==> src/rtl/fetch_unit.sv <==
// LEGv8 instruction-fetch front end: PC, synchronous imem requests, prefetch FIFO and redirect.
// Define ILLEGAL_OP_EN to classify opcodes and stop fetching after an unsupported one.
module fetch_unit #(
    parameter int             N        = 64,
    parameter int             DEPTH    = 4,
    parameter logic [N-1:0]   RESET_PC = '0
) (
    input  logic         clk,
    input  logic         reset,
    output logic         imem_req,
    output logic [N-1:0] imem_addr,
    input  logic [31:0]  imem_rdata,
    input  logic         redirect,
    input  logic [N-1:0] redirect_pc,
    output logic         instr_valid,
    input  logic         instr_ready,
    output logic [31:0]  instr,
    output logic [N-1:0] instr_pc,
    output logic [10:0]  instr_op,
    output logic         instr_illegal,
    output logic         halted
);
    localparam int            AW      = (DEPTH > 1) ? $clog2(DEPTH) : 1;
    localparam logic [AW+1:0] DEPTH_C = (AW+2)'(DEPTH);

    logic [N-1:0]     pc_r;
    logic [N-1:0]     req_pc_r;
    logic             inflight_r;
    logic             halted_r;
    logic [AW-1:0]    rd_ptr_r;
    logic [AW-1:0]    wr_ptr_r;
    logic [AW:0]      count_r;
    logic [31:0]      mem_instr_r [DEPTH];
    logic [N-1:0]     mem_pc_r    [DEPTH];
    logic [DEPTH-1:0] mem_ill_r;

    logic             req_s;
    logic             push_s;
    logic             pop_s;
    logic             push_ill_s;
    logic [AW+1:0]    occ_s;

`ifdef ILLEGAL_OP_EN
    function automatic logic op_supported(input logic [10:0] op);
        logic ok;
        ok = 1'b0;
        case (op)
            11'b11111000010: ok = 1'b1;  // LDUR
            11'b11111000000: ok = 1'b1;  // STUR
            11'b10001011000: ok = 1'b1;  // ADD
            11'b11001011000: ok = 1'b1;  // SUB
            11'b10001010000: ok = 1'b1;  // AND
            11'b10101010000: ok = 1'b1;  // ORR
            default:         ok = (op[10:3] == 8'b10110100);  // CBZ
        endcase
        return ok;
    endfunction

    assign push_ill_s = ~op_supported(imem_rdata[31:21]);
`else
    assign push_ill_s = 1'b0;
`endif

    // Per-cycle request, push and pop decisions; reset and redirect suppress all three.
    always_comb begin
        occ_s  = {1'b0, count_r} + {{(AW+1){1'b0}}, inflight_r};
        req_s  = 1'b0;
        push_s = 1'b0;
        pop_s  = 1'b0;
        if (reset || redirect) begin
            req_s  = 1'b0;
            push_s = 1'b0;
            pop_s  = 1'b0;
        end else begin
            // The in-flight slot is counted so a full FIFO can never overflow.
            req_s  = !halted_r && (occ_s < DEPTH_C);
            push_s = inflight_r && !halted_r;
            pop_s  = (count_r != (AW+1)'(0)) && instr_ready;
        end
    end

    assign imem_req      = req_s;
    assign imem_addr     = pc_r;
    assign instr_valid   = (count_r != (AW+1)'(0)) && !reset;
    assign instr         = mem_instr_r[rd_ptr_r];
    assign instr_pc      = mem_pc_r[rd_ptr_r];
    assign instr_op      = instr[31:21];
    assign instr_illegal = instr_valid && mem_ill_r[rd_ptr_r];
    assign halted        = halted_r && !reset;

    // Control state: PC, in-flight tracking, FIFO pointers and halt flag.
    always_ff @(posedge clk) begin
        if (reset) begin
            pc_r       <= RESET_PC;
            req_pc_r   <= RESET_PC;
            inflight_r <= 1'b0;
            halted_r   <= 1'b0;
            rd_ptr_r   <= AW'(0);
            wr_ptr_r   <= AW'(0);
            count_r    <= (AW+1)'(0);
        end else if (redirect) begin
            // Clearing inflight drops any response still owed to the old stream.
            pc_r       <= {redirect_pc[N-1:2], 2'b00};
            inflight_r <= 1'b0;
            halted_r   <= 1'b0;
            rd_ptr_r   <= AW'(0);
            wr_ptr_r   <= AW'(0);
            count_r    <= (AW+1)'(0);
        end else begin
            inflight_r <= req_s;
            if (req_s) begin
                pc_r     <= pc_r + N'(4);
                req_pc_r <= pc_r;
            end
            if (push_s) begin
                wr_ptr_r <= wr_ptr_r + AW'(1);
            end
            if (pop_s) begin
                rd_ptr_r <= rd_ptr_r + AW'(1);
            end
            case ({push_s, pop_s})
                2'b10:   count_r <= count_r + (AW+1)'(1);
                2'b01:   count_r <= count_r - (AW+1)'(1);
                default: count_r <= count_r;
            endcase
            if (push_s && push_ill_s) begin
                halted_r <= 1'b1;
            end
        end
    end

    // FIFO storage; slots outside the live window are never observed, so no reset.
    always_ff @(posedge clk) begin
        if (push_s) begin
            mem_instr_r[wr_ptr_r] <= imem_rdata;
            mem_pc_r[wr_ptr_r]    <= req_pc_r;
            mem_ill_r[wr_ptr_r]   <= push_ill_s;
        end
    end

endmodule

==> config.mk <==
export PLATFORM = sky130hd
export DESIGN_NAME = fetch_unit
export DESIGN_NICKNAME = d
export VERILOG_FILES = /design/src/rtl/fetch_unit.sv
export SDC_FILE = /design/constraint.sdc
export NUM_CORES = 1
export LEC_CHECK = 0
export ABC_CLOCK_PERIOD_IN_PS = 3600
export CAP_MARGIN = 15
export CORE_MARGIN = 2
export CORE_UTILIZATION = 50
export CTS_CLUSTER_DIAMETER = 80
export DETAILED_ROUTE_END_ITERATION = 6
export PLACE_DENSITY = 0.81
export SLEW_MARGIN = 20
export SYNTH_ARGS = -nofsm -noshare
export SYNTH_HDL_FRONTEND = slang
export SYNTH_SLANG_ARGS = --single-unit
==> constraint.sdc <==
create_clock -name clk -period 3.6 [get_ports clk]
set_input_delay 0.72 -clock clk [delete_from_list [all_inputs] [get_ports clk]]
set_output_delay 0.72 -clock clk [all_outputs]
set_load 0.02 [all_outputs]
# --- Word-level counts from Yosys, hierarchy flattened ---
# Memories as Yosys holds them, arrays and structs flattened. A register that Yosys moved wholly into a read port is not among the register bits.
# Cells that the tools add are included.
word_totals:
  reg_bits: 140
  ramBits: 384
  inputBits: 100
  output_inout_bits: 175
  mem_count: 2
classes:
  add_sub_neg: 6
  magnitude_cmp: 4
  n_eq_ne: 2
  n_mux: 16
  n_bitwise: 3
  reduce_logical: 11
mem_list:
  columns: ["memory", "depth", "word_bits", "rd", "rd_clocked_by_memory_dff", "write_ports", "line_no", "rtl"]
  rows:
  - ["mem_pc_r", 4, 64, 1, 1, 1, "34", "logic [N-1:0] mem_pc_r [DEPTH];"]
  - ["mem_instr_r", 4, 32, 1, 1, 1, "33", "logic [31:0] mem_instr_r [DEPTH];"]
ops:
  columns: ["cell", "n"]
  rows:
  - ["two-way mux 64 bit", 2]
  - ["adder 64 x 3 -> 64 bit (second input constant)", 1]
  - ["two-way mux 2 bit", 4]
  - ["two-way mux 1 bit", 7]
  - ["less-than comparator 2 x 3 -> 1 bit (second input constant)", 2]
  - ["one-hot mux 3 bit (2 select lines)", 1]
  - ["adder 2 x 1 -> 2 bit (second input constant)", 2]
  - ["adder 3 x 1 -> 4 bit", 1]
  - ["AND 4 bit", 1]
  - ["logical AND 1 bit", 4]
  - ["less-than comparator 4 x 3 -> 1 bit (second input constant)", 1]
  - ["NOT 4 bit", 1]
  - ["nonzero test 2 bit", 2]
  - ["adder 3 x 1 -> 3 bit (second input constant)", 1]
  - ["nonzero test 3 bit", 1]
  - ["subtractor 3 x 1 -> 3 bit (second input constant)", 1]
  - ["binary-select mux 1 bit (select 2 bit)", 1]
  - ["demux 1 bit (select 2 bit)", 1]
  - ["== test 2 x 1 -> 1 bit (second input constant)", 1]
  - ["== test 2 bit (second input constant)", 1]
  - ["greater-or-equal comparator 2 x 1 -> 1 bit (second input constant)", 1]
  - ["AND reduction 2 bit", 1]
  - ["OR reduction 2 bit", 1]
  - ["zero test 1 bit", 1]
  - ["other kinds (2)", 2]

# --- Logic depth before layout (Yosys ltp) ---
# Gate-level depths: netlist (run 1).
logic_depth:
  ltp_word: 6
  ltp_mapped: 9

# --- Worst setup path before layout (run 1) ---
# OpenSTA, ideal clock, no wires.
synth_path:
  path_type: "input-to-reg"
  startpoint: "input reset"
  endpoint: "memory mem_instr_r[0][0] (enable)"
  setup_time_ps: 464
  arrival_time_ps: 3195
  path_slack_ps: -59
  cell_stages: 2
  path_buffers: 0
  path_cell_list: "nor2_1 -> and3_1"
synth_via:
  elab_chain_cells: 4
synth_rtl:
  columns: ["item", "line_no", "rtl"]
  rows:
  - ["start: declaration", "9", "input logic reset,"]
  - ["logical OR 1 bit", "70", "if (reset || redirect) begin"]
  - ["two-way mux 1 bit", "70", null]
  - ["two-way mux 1 bit", "134", "if (push_s) begin"]
  - ["two-way mux 1 bit (not written as such)", "135", "mem_instr_r[wr_ptr_r] <= imem_rdata;"]
  - ["end: declaration", "33", null]
# Every way passes these cells.

==> run metrics, run 1 <==
via count=13.00k; most common cell after layout, fill and taps aside=edfxtp_1; Register Area=around 14,000 um^2; crit start category=flip-flop; first-pass GRT wire length=75.15 mm; final setup margin=roughly 0.24 ns; Die Ht=roughly 210 um; Clock Path Buffers=3; combinational fraction of design power=around 5%; Area after DPL=about 24,000 um^2; CP arrival=~2.6 ns; clock power share=between 40% and 50%; Setup Fix Bufs, Post-CTS=0; Worst-Skew Late Latency=0.57 ns; CP max FO=60; Yosys Warn Count=0; syn_area_per_cell=14.92 um^2; setup TNS=0 ns; vias per inst=5.930; Die ar.=42,270 um^2; initial drt markers=1,097; pre-CTS WS=0.4865 ns; Slew @ Worst Pin=between 0.9 and 1 ns; relative slew slack=38.15%; Post-Syn Instances=1,362; worst hold path depth=2; synth top area cells=edfxtp_1 56%, dfxtp_1 13%, mux4_2 11%; leakage=between 8 and 9 nW; cells on worst reg2reg path=5; MaxCap Viol Count=0; fraction of power spent switching nets=20.97%; Mapped Area=20,320 um^2; Int Power=9.911 mW; Area growth syn-to-layout=24.76%; Clock Skew=0.01379 ns; Clock Sinks=between 500 and 600; Post-Route WL=50.57 mm; Pre-antenna DRT Iters=6; Seq/Total Area, Yosys=69.36%; Pins Over Slew Limit=0; fin area=~25,000 um^2; GR Util All Layers=23.70%; Tcrit/Tclk final=93.28%; Multi-input gate area=5773 um^2; post-route ant nets=0; Final setup viols=0; share of flip-flops with an asynchronous set or reset=0%; layout cells sized above 1=13.71%; min Tclk post-route=3.358 ns; Ports=275; worst hold slack=0.4954 ns; Final Hold Violating Endpoints=0; CTS H-tree lvls=2; Endpoint, Worst Hold=req_pc_r[33]; count of cell types in the netlist=61; total clock buffers created by CTS=50; CTS Root Cell=clkbuf_16; PD cells=494.7 nW/um^2; # resized after CTS=0; core area=39,910 um^2; top_reg_cell synth=edfxtp_1; RSZ-0062 raised after global routing=no; worst hold path class=reg -> reg; Post-synth EDFFs=380; nets=1,729; status=complete, no violations; most frequent cells in the layout=380 x edfxtp_1, 265 x clkdlybuf4s50_1, 177 x nand2_1; num rows=73; RR Startpoint=imem_addr[10]; NetSw=2.630 mW; largest net degree at the start of global routing=72; fillers=2,833; port buffer count=approximately 270; Worst-path clk slew=0.06 ns; Initial Utilization=approximately half; hold path startpoint=req_pc_r[33]; vias in the first global route=12.55k; Seq pwr share=between 50% and 60%; highest clock rate=297.8 MHz; CTS tree=done; RR Endpoint=imem_addr[63]; Worst EP required=2.88 ns; drt wl/cell=roughly 23 um; Congestion Overflow GR=0; Yosys reg bits=514; chip width=205.6 um; cts hold-fix bufs=0; drc violations=0; Final Wtd Congestion=0.8296; half-perimeter wire length after detailed placement=31.84 mm; initial antenna violation count=3; worst vdd ir=~0.28 mV; register-to-register setup slack=0.60 ns; area share of the largest cell type after synthesis=56.15%; CP Class=reg -> out; Yosys top cell by area=edfxtp_1; Worst setup EP type=primary output
[cells in the mapped netlist, drive strengths merged (9+ instances only)]
cell	number
a211oi	14
a21oi	90
a311oi	9
a31oi	10
and3	22
and4	9
buf	41
clkbuf	56
dfxtp	134
edfxtp	380
inv	17
mux4	95
nand2	178
nand3	23
nand4	31
nor2	60
nor3	20
nor4	17
o21ai	19
or3	19
or4	14
xnor2	15
xor2	12
[flip-flops by register name, indices dropped and copies added, names as in the netlist, named ones only]
register / count
mem_pc_r: 248
mem_instr_r: 128
imem_addr: 62
req_pc_r: 62
mem_ill_r: 4
count_r: 3
rd_ptr_r: 2
wr_ptr_r: 2
inflight_r: 1
[how the worst max path moves through the flow]
stage,from,endpoint,slack [ns],depth (start not counted)
after floorplan,flip-flop,instr_op[0],0.68,5
after global placement,reset,imem_addr[27],0.52,8
after detailed placement,reset,imem_addr[27],0.49,8
after CTS,flip-flop,instr_op[6],0.19,3
after global routing,flip-flop,instr[31],0.14,3
final,flip-flop,instr[31],0.24,3
[power groups by stage]
| stage | combinational [mW] | sequential, mW | clock [mW] |
|---|---|---|---|
| 2_1_floorplan | 0.240 | 6.67 | 0 |
| 5_1_grt | 0.669 | 6.55 | 5.68 |
| 6_report | 0.631 | 6.54 | 5.38 |
| 3_5_place_dp | 0.625 | 6.66 | 0 |
| 3_3_place_gp | 0.617 | 6.65 | 0 |
| 4_1_cts | 0.630 | 6.53 | 5.47 |
[layout make-up]
class,instances,share of cell area [%]
Antenna cell,4,0.03948
Tap cell,525,2.591
Clock buffer,62,5.276
Timing Repair Buffer,301,12.01
Multi-Input combinational cell,738,22.77
Clock inverter,31,1.441
Sequential cell,514,55.62
Inverter,17,0.2517
[metrics by stage]
step           total power [mW]  utilization, %  std cells
6_report                  12.54           63.52       2192
5_1_grt                   12.89           63.51       2190
4_1_cts                   12.64           63.49       2188
3_5_place_dp              7.284           59.23       2095
3_3_place_gp              7.267           59.23       2095
2_1_floorplan             6.907               -       1366
[routing by layer]
layer  track usage (%)  vias to the layer above  wire length (um)
met3             4.324                       98              4791
met1             32.78                     6475             19990
met4             8.171                        0              1438
met2             38.04                      648             24350
li1                  -                     5777                 -
met5                 0                        -                 0
[cells by family (layout without fill, tap and decap cells)]
| group | after synthesis | after routing | synth area share [%] |
|---|---|---|---|
| adders and majority gates | 7 | 7 | 0.4679 |
| other | 1 | 9 | 0.01845 |
| DFF | 514 | 514 | 69.36 |
| xor gates and xnor gates | 27 | 27 | 1.164 |
| and+or+nand+nor | 422 | 422 | 10.33 |
| AOI/OAI and AO/OA | 176 | 176 | 5.351 |
| muxes | 101 | 101 | 10.84 |
| buffers and inverters | 114 | 411 | 2.475 |
[worst max-delay path, stage by stage (launching register included)]
cell             delay, ns
dfxtp_4               0.39
buf_12                0.40
mux4_2                0.59
clkdlybuf4s50_1       0.60
(Power assumes the default switching activity.)
==> run 2, diff against run 1 <==
TNS_END_PERCENT = 50   (was not set)
==> results of run 2 <==
Same layout as run 1: the final DEF is identical, and so are final timing and power.
